## src/rtl/exc_ctrl.sv

```systemverilog
// exc_ctrl: M-stage exception/ERET sequencer; pulses CP0 once, then flushes and holds a redirect until fetch accepts it.
module exc_ctrl #(
    parameter logic [31:0] EXC_VECTOR = 32'hBFC0_0380
) (
    input  logic        clk,
    input  logic        resetn,
    input  logic        m_valid,
    input  logic [31:0] m_pc,
    input  logic        m_in_ds,
    input  logic [5:0]  m_exc,
    input  logic        m_ades,
    input  logic [31:0] m_mem_addr,
    input  logic        m_eret,
    input  logic        interrupt,
    input  logic [31:0] cp0_epc,
    output logic        exception,
    output logic [5:0]  m_excCode,
    output logic        isBadAddr,
    output logic [31:0] invalid_addr,
    output logic [31:0] excPC,
    output logic        inDelaySlot,
    output logic        ERET2pc,
    output logic        flush,
    output logic        redirect_valid,
    output logic [31:0] redirect_pc,
    input  logic        redirect_ready
);
    typedef enum logic [1:0] {IDLE, PULSE, WAIT} state_t;

    state_t      state_q, state_d;
    logic        eret_q, eret_d, bad_q, bad_d, ds_q;
    logic [5:0]  code_q, code_d;
    logic [31:0] baddr_q, baddr_d, pc_q, target_q, target_d;
    logic        any_exc, trigger, pulse, busy;

    // m_exc = {AdEL_if, RI, Ov, Sys, Bp, AdEL_d}
    always_comb begin
        any_exc  = interrupt | (|m_exc) | m_ades;
        trigger  = m_valid & (any_exc | m_eret);
        code_d   = interrupt ? 6'd0  :
                   m_exc[5]  ? 6'd4  :
                   m_exc[4]  ? 6'd10 :
                   m_exc[3]  ? 6'd12 :
                   m_exc[2]  ? 6'd8  :
                   m_exc[1]  ? 6'd9  :
                   m_exc[0]  ? 6'd4  :
                   m_ades    ? 6'd5  : 6'd0;
        bad_d    = !interrupt & (m_exc[5] | (m_exc[4:1] == 4'd0 & (m_exc[0] | m_ades)));
        baddr_d  = !bad_d ? 32'd0 : m_exc[5] ? m_pc : m_mem_addr;
        eret_d   = !any_exc;
        target_d = any_exc ? EXC_VECTOR : cp0_epc;
        state_d  = state_q == IDLE ? (trigger ? PULSE : IDLE) : (redirect_ready ? IDLE : WAIT);
    end

    always_ff @(posedge clk) begin
        if (!resetn) begin
            state_q  <= IDLE;
            eret_q   <= 1'b0;
            bad_q    <= 1'b0;
            ds_q     <= 1'b0;
            code_q   <= 6'd0;
            baddr_q  <= 32'd0;
            pc_q     <= 32'd0;
            target_q <= 32'd0;
        end else begin
            state_q <= state_d;
            if (state_q == IDLE && trigger) begin
                eret_q   <= eret_d;
                bad_q    <= bad_d;
                ds_q     <= m_in_ds;
                code_q   <= code_d;
                baddr_q  <= baddr_d;
                pc_q     <= m_pc;
                target_q <= target_d;
            end
        end
    end

    assign pulse          = state_q == PULSE;
    assign busy           = state_q != IDLE;
    assign exception      = pulse & !eret_q;
    assign ERET2pc        = pulse & eret_q;
    assign m_excCode      = exception ? code_q : 6'd0;
    assign isBadAddr      = exception & bad_q;
    assign invalid_addr   = exception ? baddr_q : 32'd0;
    assign excPC          = exception ? pc_q : 32'd0;
    assign inDelaySlot    = exception & ds_q;
    assign flush          = busy;
    assign redirect_valid = busy;
    assign redirect_pc    = busy ? target_q : 32'd0;
endmodule

```

## config.mk

```make
export PLATFORM = sky130hd
export DESIGN_NAME = exc_ctrl
export DESIGN_NICKNAME = d
export VERILOG_FILES = /design/src/rtl/exc_ctrl.sv
export SDC_FILE = /design/constraint.sdc
export NUM_CORES = 1
export LEC_CHECK = 0
export CAP_MARGIN = 20
export CELL_PAD_IN_SITES_DETAIL_PLACEMENT = 0
export CELL_PAD_IN_SITES_GLOBAL_PLACEMENT = 1
export CORE_UTILIZATION = 33
export CTS_BUF_LIST = sky130_fd_sc_hd__clkbuf_4
export DETAILED_ROUTE_END_ITERATION = 12
export GPL_TIMING_DRIVEN = 1
export HOLD_SLACK_MARGIN = 0.12
export PLACE_DENSITY = 0.95
export RECOVER_POWER = 100
export SYNTH_ARGS = -nofsm -noshare
export SYNTH_HDL_FRONTEND = slang
export SYNTH_SLANG_ARGS = --single-unit
```

## constraint.sdc

```tcl
create_clock -name clk -period 6.58 [get_ports clk]
set_input_delay 1.316 -clock clk [delete_from_list [all_inputs] [get_ports clk]]
set_output_delay 1.316 -clock clk [all_outputs]
set_load 0.01 [all_outputs]
```

## Yosys cells after proc, flatten, opt, wreduce, memory -nomap -nowiden

Cells that the tools add are included.

- Flip-flop bits (word level): 107
- Output and inout port bits: 108
- Word-level logic and storage cells: 47

- Equality and inequality tests: 1
- Mux-type cells: 18
- Bitwise logic cells: 12
- Reductions and logical operators: 8

Operators by type and width:

| kind | count |
|---|---|
| $mux 32 | 6 |
| $mux 4 | 6 |
| $and 1x1->1 | 7 |
| $mux 3 | 2 |
| $mux 6 | 1 |
| $reduce_or 6->1 | 1 |
| $or 1x1->1 | 5 |
| $logic_not 4->1 | 1 |
| $mux 2 | 2 |
| $logic_not 1->1 | 3 |
| $eq 2x1->1 const B | 1 |
| $logic_not 2->1 | 1 |
| $reduce_bool 2->1 | 1 |
| $logic_and 1x1->1 | 1 |
| $mux 1 | 1 |

## Logic depth before layout (Yosys ltp)

Gate-level depths: netlist of the first run.

- Depth in word-level cells: 8
- Depth in mapped cells: 7
- Depth with buffers taken out: 4

## Least setup slack after synthesis of the first run

No wires, ideal clock.

- Path type: input port to flip-flop
- From: input port m_exc[1]
- To: register pc_q[0]
- Arrival: 2.839 ns
- Data required time: 6.448 ns
- Slack: 3.609 ns
- Stages on the path: 7
- Path buffers: 3
- Path through: or4_1 > clkbuf_1 > o311a_1 > buf_2 > clkbuf_1 > nand2_1 > a21oi_1

- Word-level cells in the longest chain between the ends: 6

Ends and longest elaborated chain:

| element | RTL line | text |
|---|---|---|
| from (decl) | 10 | `input logic [5:0] m_exc,` |
| $reduce_or 6->1 | 38 | `any_exc = interrupt \| (\|m_exc) \| m_ades;` |
| $or 1x1->1 (2 in a row) | 38 |  |
| $or 1x1->1 | 39 | `trigger = m_valid & (any_exc \| m_eret);` |
| $and 1x1->1 | 39 |  |
| $logic_and 1x1->1 | 67 | `if (state_q == IDLE && trigger) begin` |
| to (signal assigned) | 73 | `pc_q <= m_pc;` |
| to (decl) | 33 | `logic [31:0] baddr_q, baddr_d, pc_q, target_q, target_d;` |

Every way passes these cells.
A chain may end at the register's enable or synchronous reset.

==> parameters.txt, run 1 <==
Parameter                              Value

STA
  Post-route minimum period    4930 ps
  # setup viols final    0
  Fraction of the cycle the final worst path needs    74.9%
  Max frequency    0.203 GHz
  Clock skew    12.4 ps
  Max-slew violation count    163
  Count of final hold-check violations    0
  Slew of the pin with the lowest slew margin    2800 ps
  Post-Route Setup TNS    0 ps
  Setup repair after global routing missed its margin    no
  Relative slew slack    -88.1%

Global route
  Tot GR Track Use    19.2%
  Vias in the first global route    4173
  GR Overflow Total    0
  Pin count of the biggest net entering global routing    72
  First-pass GRT wire length    21.9 mm
  Number of antenna violations at the first check in global routing    0

Logic synthesis
  Synth Cell Area    0.00468 sq mm
  Sequential share of the synthesized area    45.0%
  FFs w/ async S/R, synth    0%
  Most common library cells after synthesis    sky130_fd_sc_hd__dfxtp_1, sky130_fd_sc_hd__and2_1, sky130_fd_sc_hd__nand2_1
  Dominant synthesized flop cell    sky130_fd_sc_hd__dfxtp_1
  Post-synthesis instance total    528
  Yosys cell types    32
  Leading cell types by total area after synthesis    sky130_fd_sc_hd__dfxtp_1, sky130_fd_sc_hd__and2_1, sky130_fd_sc_hd__mux2i_1
  Area share of the largest cell type after synthesis    45.0%
  Largest area contributor in the netlist    sky130_fd_sc_hd__dfxtp_1
  Most common cell in the synthesized netlist    sky130_fd_sc_hd__dfxtp_1
  Post-synthesis area per instance    8.86 sq um
  Synthesis-stage register bit count    105
  Number of warning messages in the yosys log    0
  EDFF count, synth    0

Drt
  Routed length per instance    16.2 um
  Initial drt markers    288
  Remaining antenna violation count    0
  Number of remaining DRC errors    0
  Final wirelength    14.5 mm
  Average via count per standard cell    4.96
  Number of vias after detailed routing    4441
  Number of detailed-routing iterations run before antenna repair    4

Clock tree
  Post-cts sizing count    0
  TritonCTS Sinks    105
  Skew-Pair Late Insertion Delay    460 ps
  Maximum clock path buffer count    2
  Clk pin slew, worst setup/hold paths    160 ps
  Number of post-CTS setup repair buffers    0
  TritonCTS Buffers    9
  Number of levels in the clock H-tree    3
  Clock root buffer    sky130_fd_sc_hd__clkbuf_4
  Number of hold buffers added after cts    0
  Clock tree from TritonCTS    done

Die
  Die extent in y    121 um
  Number of top-level pins    218
  Total Die Area    0.0146 sq mm
  Floorplan die width    121 um
  Floorplan core area    0.0138 sq mm
  Starting Density    33.8%
  Site Rows    43

Final layout
  Number of nets in the layout    821
  Syn-to-layout area delta    50.2%
  Area taken by multi-input logic gates    0.00234 sq mm
  Filler cells    1281
  Final Core Density    50.8%
  Area occupied by registers    0.00210 sq mm
  Diodes inserted    0
  Fraction of layout cells with a size suffix above 1    5.03%

Pwr
  Pleak    2.78 nW
  Maximum vdd drop    0.101 mV
  Power density over the cells    180 mW/mm^2

Flow run
  Max cap viols    4

Worst setup path
  Maximum fanout count along the critical path    49
  Critical path required time    6820 ps
  Critical path class    in2reg
  Data arrival at the endpoint of the critical path    5160 ps
  Startpoint class of the critical path    input port
  Critical Path End Type    register
  Cells on worst reg2reg path    6

Status
  Run status    finished with violations
  Violated checks    capacitance limit, slew limit

Placed design
  Gpl congestion    0.865
  HPWL after detailed placement    10.1 mm
  IO buf count    215

Min path
  Hold/Removal Path Class    reg2reg
  Worst hold path stage count    2
[report_power, final]
| part | switching (mW) | internal (mW) | total [mW] |
|---|---|---|---|
| combinational | 0.104 | 0.108 | 0.211 |
| clock | 0.212 | 0.163 | 0.375 |
| sequential | 0.0125 | 0.663 | 0.675 |
| total | 0.328 | 0.933 | 1.26 |
[final timing paths]
check / startpoint / endpoint / slack (ps)
min: pc_q[0] / pc_q[0] / 460
min reg2reg: pc_q[0] / pc_q[0] / 460
max: resetn / baddr_q[10] / 1650
max reg2reg: state_q[1] / target_q[30] / 2100
[layout make-up]
cell class | count | area share (%)
Clock buffer | 11 | 1.18
Clock inverter | 5 | 1.14
Inverter | 2 | 0.107
Multi-Input combinational cell | 370 | 33.3
Sequential cell | 105 | 29.9
Tap cell | 180 | 3.21
Timing Repair Buffer | 223 | 31.1
[placed cells by master, fill, tap and decap left out, types with 20 or more instances in the layout]
master	instances
sky130_fd_sc_hd__nand3_1	36
sky130_fd_sc_hd__a21oi_1	35
sky130_fd_sc_hd__o31ai_1	32
sky130_fd_sc_hd__mux2i_1	32
sky130_fd_sc_hd__dfxtp_1	105
sky130_fd_sc_hd__dlygate4sd3_1	65
sky130_fd_sc_hd__a22o_1	20
sky130_fd_sc_hd__nand2_1	69
sky130_fd_sc_hd__clkdlybuf4s50_1	148
sky130_fd_sc_hd__and2_0	39
sky130_fd_sc_hd__nor2b_1	34
sky130_fd_sc_hd__and2_1	31
[kinds of logic (layout without fill, tap and decap cells)]
group           count (synthesis)  after routing  share of synthesized area [%]
compound gates                108            108                           17.3
buf+inv                        54            241                           5.19
flops                         105            105                           45.0
mux                            32             32                           6.85
other cells                     1              2                         0.0802
simple gates                  228            228                           25.7
[per-stage QoR]
stage | hold slack (ps) | power (mW) | std cells | setup WS (ps) | cell area (sq um)
2_1_floorplan | 427 | 0.790 | 529 | 3610 | 4680
6_report | 462 | 1.26 | 896 | 1650 | 7020
3_3_place_gp | 438 | 0.901 | 878 | 2040 | 6880
3_5_place_dp | 442 | 0.904 | 878 | 1970 | 6880
5_1_grt | 485 | 1.32 | 896 | 1360 | 7020
4_1_cts | 462 | 1.28 | 894 | 2470 | 7040
[per-layer routing]
metal / global-route usage [%] / vias up / part of all wire, %
met3: 3.67 / 13 / 6.3
met2: 32.0 / 172 / 46
met4: 6.33 / 0 / 1.3
li1: - / 2188 / -
met5: 0 / - / 0
met1: 24.9 / 2068 / 46
[worst max-delay path, stage by stage]
cell and delay (ps):
sky130_fd_sc_hd__buf_2 410, sky130_fd_sc_hd__inv_1 610, sky130_fd_sc_hd__clkbuf_1 960, sky130_fd_sc_hd__nor2_1 130, sky130_fd_sc_hd__o21ai_1 1490, sky130_fd_sc_hd__o31ai_1 200
[registers in the layout (all words and copies together) (netlist names)]
register and flops:
bad_q 1, baddr_q 32, code_q 4, ds_q 1, eret_q 1, pc_q 32
state_q 2, target_q 32
Note: power is estimated with default switching activity, not from simulation.
==> run 2: changes to the inputs <==
Settings changed: CORE_UTILIZATION 33 to 27, PLACE_DENSITY 0.95 to 0.89.
Clock period 6.58 ns to 4.5 ns, I/O delays scaled along.
==> run 2 against run 1 <==
Net effect: the run now ends clean; sequential share of layout area is 0.31 points lower; worst setup slack worse by 820 ps; count of clock-buffer cells in the layout decreased by 2; core utilization is 8.5 points lower; hold slack lost 2.3 ps; global-route usage is 2.6 points lower; largest power group unchanged; combinational power increased by 49%; non-clock buffer count up 3; sequential cell count unchanged.
==> parameters.txt, run 2 (synthesis results as in run 1) <==
Parameter                              Value

Worst setup path
  Cells on worst reg2reg path    6 (unchanged)
  Critical Path End Type    output port
  Worst setup startpoint    state_q[0]
  Startpoint class of the critical path    register
  Maximum fanout count along the critical path    31 (-37%)
  Worst reg2reg startpoint    state_q[1]
  Crit path capture    invalid_addr[17]
  Cells along the critical path    nor3b_2 > clkbuf_1 > and2_1 > dlygate4sd3_1
  Critical path required time    3600 ps (-3220 ps)
  Minimum setup slack among reg-to-reg paths    1400 ps (-700 ps)
  Worst path slowest cell    sky130_fd_sc_hd__clkbuf_1
  Critical path class    reg2out
  Crit Reg-Reg Endpoint    code_q[2]
  Max stage delay on crit path    860 ps (-630 ps)
  Data arrival at the endpoint of the critical path    2770 ps (-2390 ps)

STA
  Max frequency    0.272 GHz
  Count of final hold-check violations    0 (unchanged)
  Slew of the pin with the lowest slew margin    1420 ps (-1380 ps)
  Post-Route Setup TNS    0 ps (unchanged)
  Setup repair after global routing missed its margin    no
  Post-route minimum period    3670 ps
  Relative slew slack    5.45% (+94 points)
  Worst hold slack across all endpoints    460 ps (-2.34 ps)
  Fraction of the cycle the final worst path needs    81.6%
  Clock skew    19.2 ps (+6.78 ps)
  # setup viols final    0 (unchanged)
  Max-slew violation count    0 (-100%)

Pwr
  Internal cell power    1.31 mW (+41%)
  Switch Pwr    0.522 mW (+59%)
  Portion of total power attributed to the clock network    29.0% (-0.7 points)
  Pleak    2.76 nW (-0.47%)
  Total power of the final layout    1.83 mW (+45%)
  Reg power frac    53.8% (+0.3 points)
  Logic gate share of total power    17.1% (+0.3 points)
  Maximum vdd drop    0.142 mV (+41%)
  Power density over the cells    258 mW/mm^2 (+44%)
  Switching part of the total power    28.5% (+2.4 points)

Global route
  First-pass GRT wire length    23.1 mm (+5.5%)
  Pin count of the biggest net entering global routing    106 (+47%)
  Tot GR Track Use    16.7% (-2.6 points)
  Global routing's busiest layer    met2
  M3 GR Usage    5.90% (+2.2 points)
  Number of antenna violations at the first check in global routing    0 (unchanged)
  Met2 routing resource usage after global routing    27.2% (-4.8 points)
  Global routing met1 resource utilization    20.8% (-4.1 points)
  Vias in the first global route    4235 (+1.5%)
  GR Overflow Total    0 (unchanged)

Drt
  Final wirelength    14.7 mm (+1.6%)
  Number of detailed-routing iterations run before antenna repair    4 (unchanged)
  Remaining antenna violation count    0 (unchanged)
  Initial drt markers    174 (-40%)
  Number of remaining DRC errors    0 (unchanged)
  Average via count per standard cell    4.73 (-4.6%)
  Number of vias after detailed routing    4440 (-0.023%)
  Routed length per instance    15.7 um (-3.0%)

Clock tree
  TritonCTS Sinks    105 (unchanged)
  TritonCTS Buffers    9 (unchanged)
  Clock tree from TritonCTS    done
  Clk pin slew, worst setup/hold paths    180 ps (+20 ps)
  Number of hold buffers added after cts    0 (unchanged)
  Number of levels in the clock H-tree    3 (unchanged)
  Clock root buffer    sky130_fd_sc_hd__clkbuf_4
  Post-cts sizing count    0 (unchanged)
  Skew-Pair Late Insertion Delay    470 ps (about the same)
  Maximum clock path buffer count    2 (unchanged)
  Number of post-CTS setup repair buffers    0 (unchanged)

Die
  Site Rows    47 (+9.3%)
  Total Die Area    0.0178 sq mm (+22%)
  Die extent in y    134 um (+10%)
  Number of top-level pins    218 (unchanged)
  Starting Density    27.9% (-5.9 points)
  Floorplan die width    134 um (+10%)
  Floorplan core area    0.0168 sq mm (+21%)

Final layout
  Largest registers    baddr_q (32), pc_q (32), target_q (32)
  Most frequent cells in the layout    sky130_fd_sc_hd__clkdlybuf4s50_1, sky130_fd_sc_hd__dfxtp_1, sky130_fd_sc_hd__nand2_1
  Diodes inserted    0 (unchanged)
  Post-route cell area    0.00709 sq mm (+1.0%)
  Non-filler instance count after layout    939 (+4.8%)
  Number of nets in the layout    824 (+0.37%)
  Filler cells    1729 (+35%)
  Syn-to-layout area delta    51.7%
  Fraction of layout cells with a size suffix above 1    5.84% (+0.81 points)
  Most common library cell in the layout ignoring fill and taps    sky130_fd_sc_hd__clkdlybuf4s50_1

Flow run
  Max cap viols    0 (-4)

Placed design
  Placed Instances    923 (+5.1%)
  HPWL after detailed placement    10.0 mm (-0.81%)
  Gpl congestion    0.776 (-10%)
  IO buf count    215 (unchanged)
  Standard cell area after detailed placement    0.00698 sq mm (+1.5%)

Min path
  Worst hold start    code_q[3]
  Hold/Removal Path Class    reg2reg

Status
  Run status    complete, no violations
-- run 2: cell count changes in the layout (fill, tap and decap cells not counted), sizes merged --
cell,previous run,this run
bufinv,2,1
buf,6,8
clkbuf,15,14
inv,2,5
dlygate4sd3,65,53
clkdlybuf4s50,148,160
-- run 2: stage by stage --
stage	setup WS, ps	util [%]
6_report	827	42.3
3_3_place_gp	1240	41.6
3_5_place_dp	1200	41.6
4_1_cts	1230	42.5
5_1_grt	552	42.3
2_1_floorplan	1940	-
-- run 2: layout make-up --
cell class	count	area, sq um	area share (%)
repair buffers	226	2220	31.3
clock inverters	7	86.3	1.22
clock buffers	9	67.6	0.952
inverters	2	7.51	0.106
multi-input cells	370	2330	32.9
well taps	220	275	3.88
flip-flops and latches	105	2100	29.6
-- run 2: power by group through the flow --
stage	Combinational [mW]	Sequential, mW	Clock [mW]
detailed placement	0.323	1.01	0
global placement	0.321	1.01	0
global route	0.342	0.992	0.598
CTS	0.325	0.987	0.566
finish	0.314	0.987	0.533
floorplan	0.154	1.00	0
-- run 2: per-layer routing --
metal | routed length, um | up-vias
li1 | - | 2201
met1 | 6730 | 2048
met2 | 6710 | 181
met3 | 1130 | 10
met4 | 167 | 0
met5 | 0 | -
-- run 2: how the worst min path moves through the flow --
stage                     end  slack [ps]  cells after the start
finish              code_q[3]         460                      2
global route         pc_q[14]         480                      2
CTS                  pc_q[31]         460                      2
detailed placement   pc_q[31]         440                      2
global placement     pc_q[30]         440                      2
floorplan           code_q[0]         430                      2
-- run 2: critical path, delay by kind of cell (launching register included) --
family | cells | cell delay [ps]
buffers and inverters | 2 | 1460
DFF | 1 | 400
and+or+nand+nor | 2 | 430
==> edit (config.mk and constraints of run 1) <==
The 3 states of `state_t` get a one-hot encoding in 3 bits.
--- a/src/rtl/exc_ctrl.sv
+++ b/src/rtl/exc_ctrl.sv
@@ -26,5 +26,5 @@
     input  logic        redirect_ready
 );
-    typedef enum logic [1:0] {IDLE, PULSE, WAIT} state_t;
+    typedef enum logic [2:0] {IDLE = 3'b001, PULSE = 3'b010, WAIT = 3'b100} state_t;
 
     state_t      state_q, state_d;
Check against the original RTL: same outputs for any inputs over 10 cycles, from zero or initial values and one cycle with resetn low; not proved beyond that.
==> edit against run 1 <==
The flow still finishes with violations (capacitance limit, slew limit). Sequential cell count is 1 higher. Total power is 1.2% lower. Routed wire length is 1.9% lower. Setup slack better by 320 ps. Cell area hardly changed. Clock power is 20% lower. Area after synthesis is 0.19% higher. Register-to-register slack better by 1800 ps. Final cell count is 1.9% higher. Die area is 0.18% higher. Critical path depth is 2 higher. Synthesized cell count is 2.7% higher. Critical path type unchanged. Largest cell class unchanged. Highest routed layer unchanged.
==> edit: results (changes against run 1) <==
[outcome]
status = finished with violations
violations = capacitance limit, slew limit

[yosys]
seq_area_frac_synth = 0.453  ; +0.00343
synth_area_leaders = dfxtp_1, and2_1, mux2i_1

[grt]
grt_usage = 0.193  ; +0.000562
grtUsageMet2 = 0.330  ; +0.0100
use_met1 = 0.233  ; -0.0165
use_met3 = 0.0498  ; +0.0132
grt_start_max_net_pins = 106  ; +47%
grt_pass1_vias = 4409  ; +5.7%

[drt]
drtIter0Drc = 256  ; -11%
met2RoutedLength_um = 6700  ; +0.69%
wl_met3_um = 1180  ; +29%
routed_wl_um = 14200  ; -1.9%
met1_length_um = 6140  ; -8.8%
drtPass1Iterations = 5  ; +1

[power_and_ir_drop]
leakage_nw = 2.79  ; +0.32%
switching_power_mw = 0.370  ; +13%
ir_drop_uv = 110  ; +8.4%
power.share.combinational = 0.201  ; +0.033
seq_power_share = 0.558  ; +0.023

[critical_path]
rrSetupSlack_ps = 3850  ; +1750 ps

[sta]
worstMarginPinSlew_ps = 1910  ; -888 ps
slew_violations = 144  ; -12%

[run]
maxCapViolCount = 2  ; -2

[placement]
gp_congestion = 0.848  ; -2.0%

[cells_and_area]
drive_gt1_frac = 0.0368  ; -0.0134

==> edit: cell types whose count changed after synthesis, moves of 2 or more <==
cell,before,now
buf_2,14,11
nor4_1,1,3
nor2_1,9,20
o22ai_1,0,12
o221a_2,12,0
==> edit: kinds of logic (layout without fill, tap and decap cells) <==
logic type / count (synthesis) / after routing / share of synthesized area
AOI/OAI and AO/OA: 108 / 108 / 0.158
buffers and inverters: 52 / 242 / 0.0494
other: 1 / 2 / 0.000801
DFF: 106 / 106 / 0.453
and+or+nand+nor: 243 / 243 / 0.270
muxes: 32 / 32 / 0.0684
==> edit: path summary, 6_finish.rpt <==
kind,startpoint,to,cells past startpoint
max,resetn,baddr_q[7],8
min,pc_q[7],pc_q[7],2
max reg2reg,state_q[2],target_q[20],5
min reg2reg,pc_q[7],pc_q[7],2
==> edit: metrics by stage <==
| stage | cell area (µm²) | instances | total power [mW] | worst slack [ps] |
|---|---|---|---|---|
| 2_1_floorplan | 4690 | 543 | 0.842 | 3690 |
| 3_3_place_gp | 6910 | 895 | 0.959 | 2200 |
| 3_5_place_dp | 6910 | 895 | 0.966 | 2050 |
| 4_1_cts | 7030 | 911 | 1.27 | 2560 |
| 5_1_grt | 7030 | 913 | 1.32 | 1690 |
| 6_report | 7030 | 913 | 1.25 | 1970 |
==> edit: worst max-delay path, cell delays in order <==
cell	delay, ps
dlygate4sd3_1	520
clkbuf_1	1270
clkinv_1	480
buf_4	450
nor2_1	180
o21ai_0	130
buf_4	300
o31ai_1	280
==> edit: final cells by class <==
class | instances | area [µm²] | share of cell area
clock inverter | 7 | 53.8 | 0.00766
clock buffer | 9 | 67.6 | 0.00961
timing repair buffer | 224 | 2200 | 0.314
tap | 180 | 225 | 0.0320
multi-input combinational | 385 | 2350 | 0.334
inverter | 2 | 7.51 | 0.00107
sequential | 106 | 2120 | 0.302
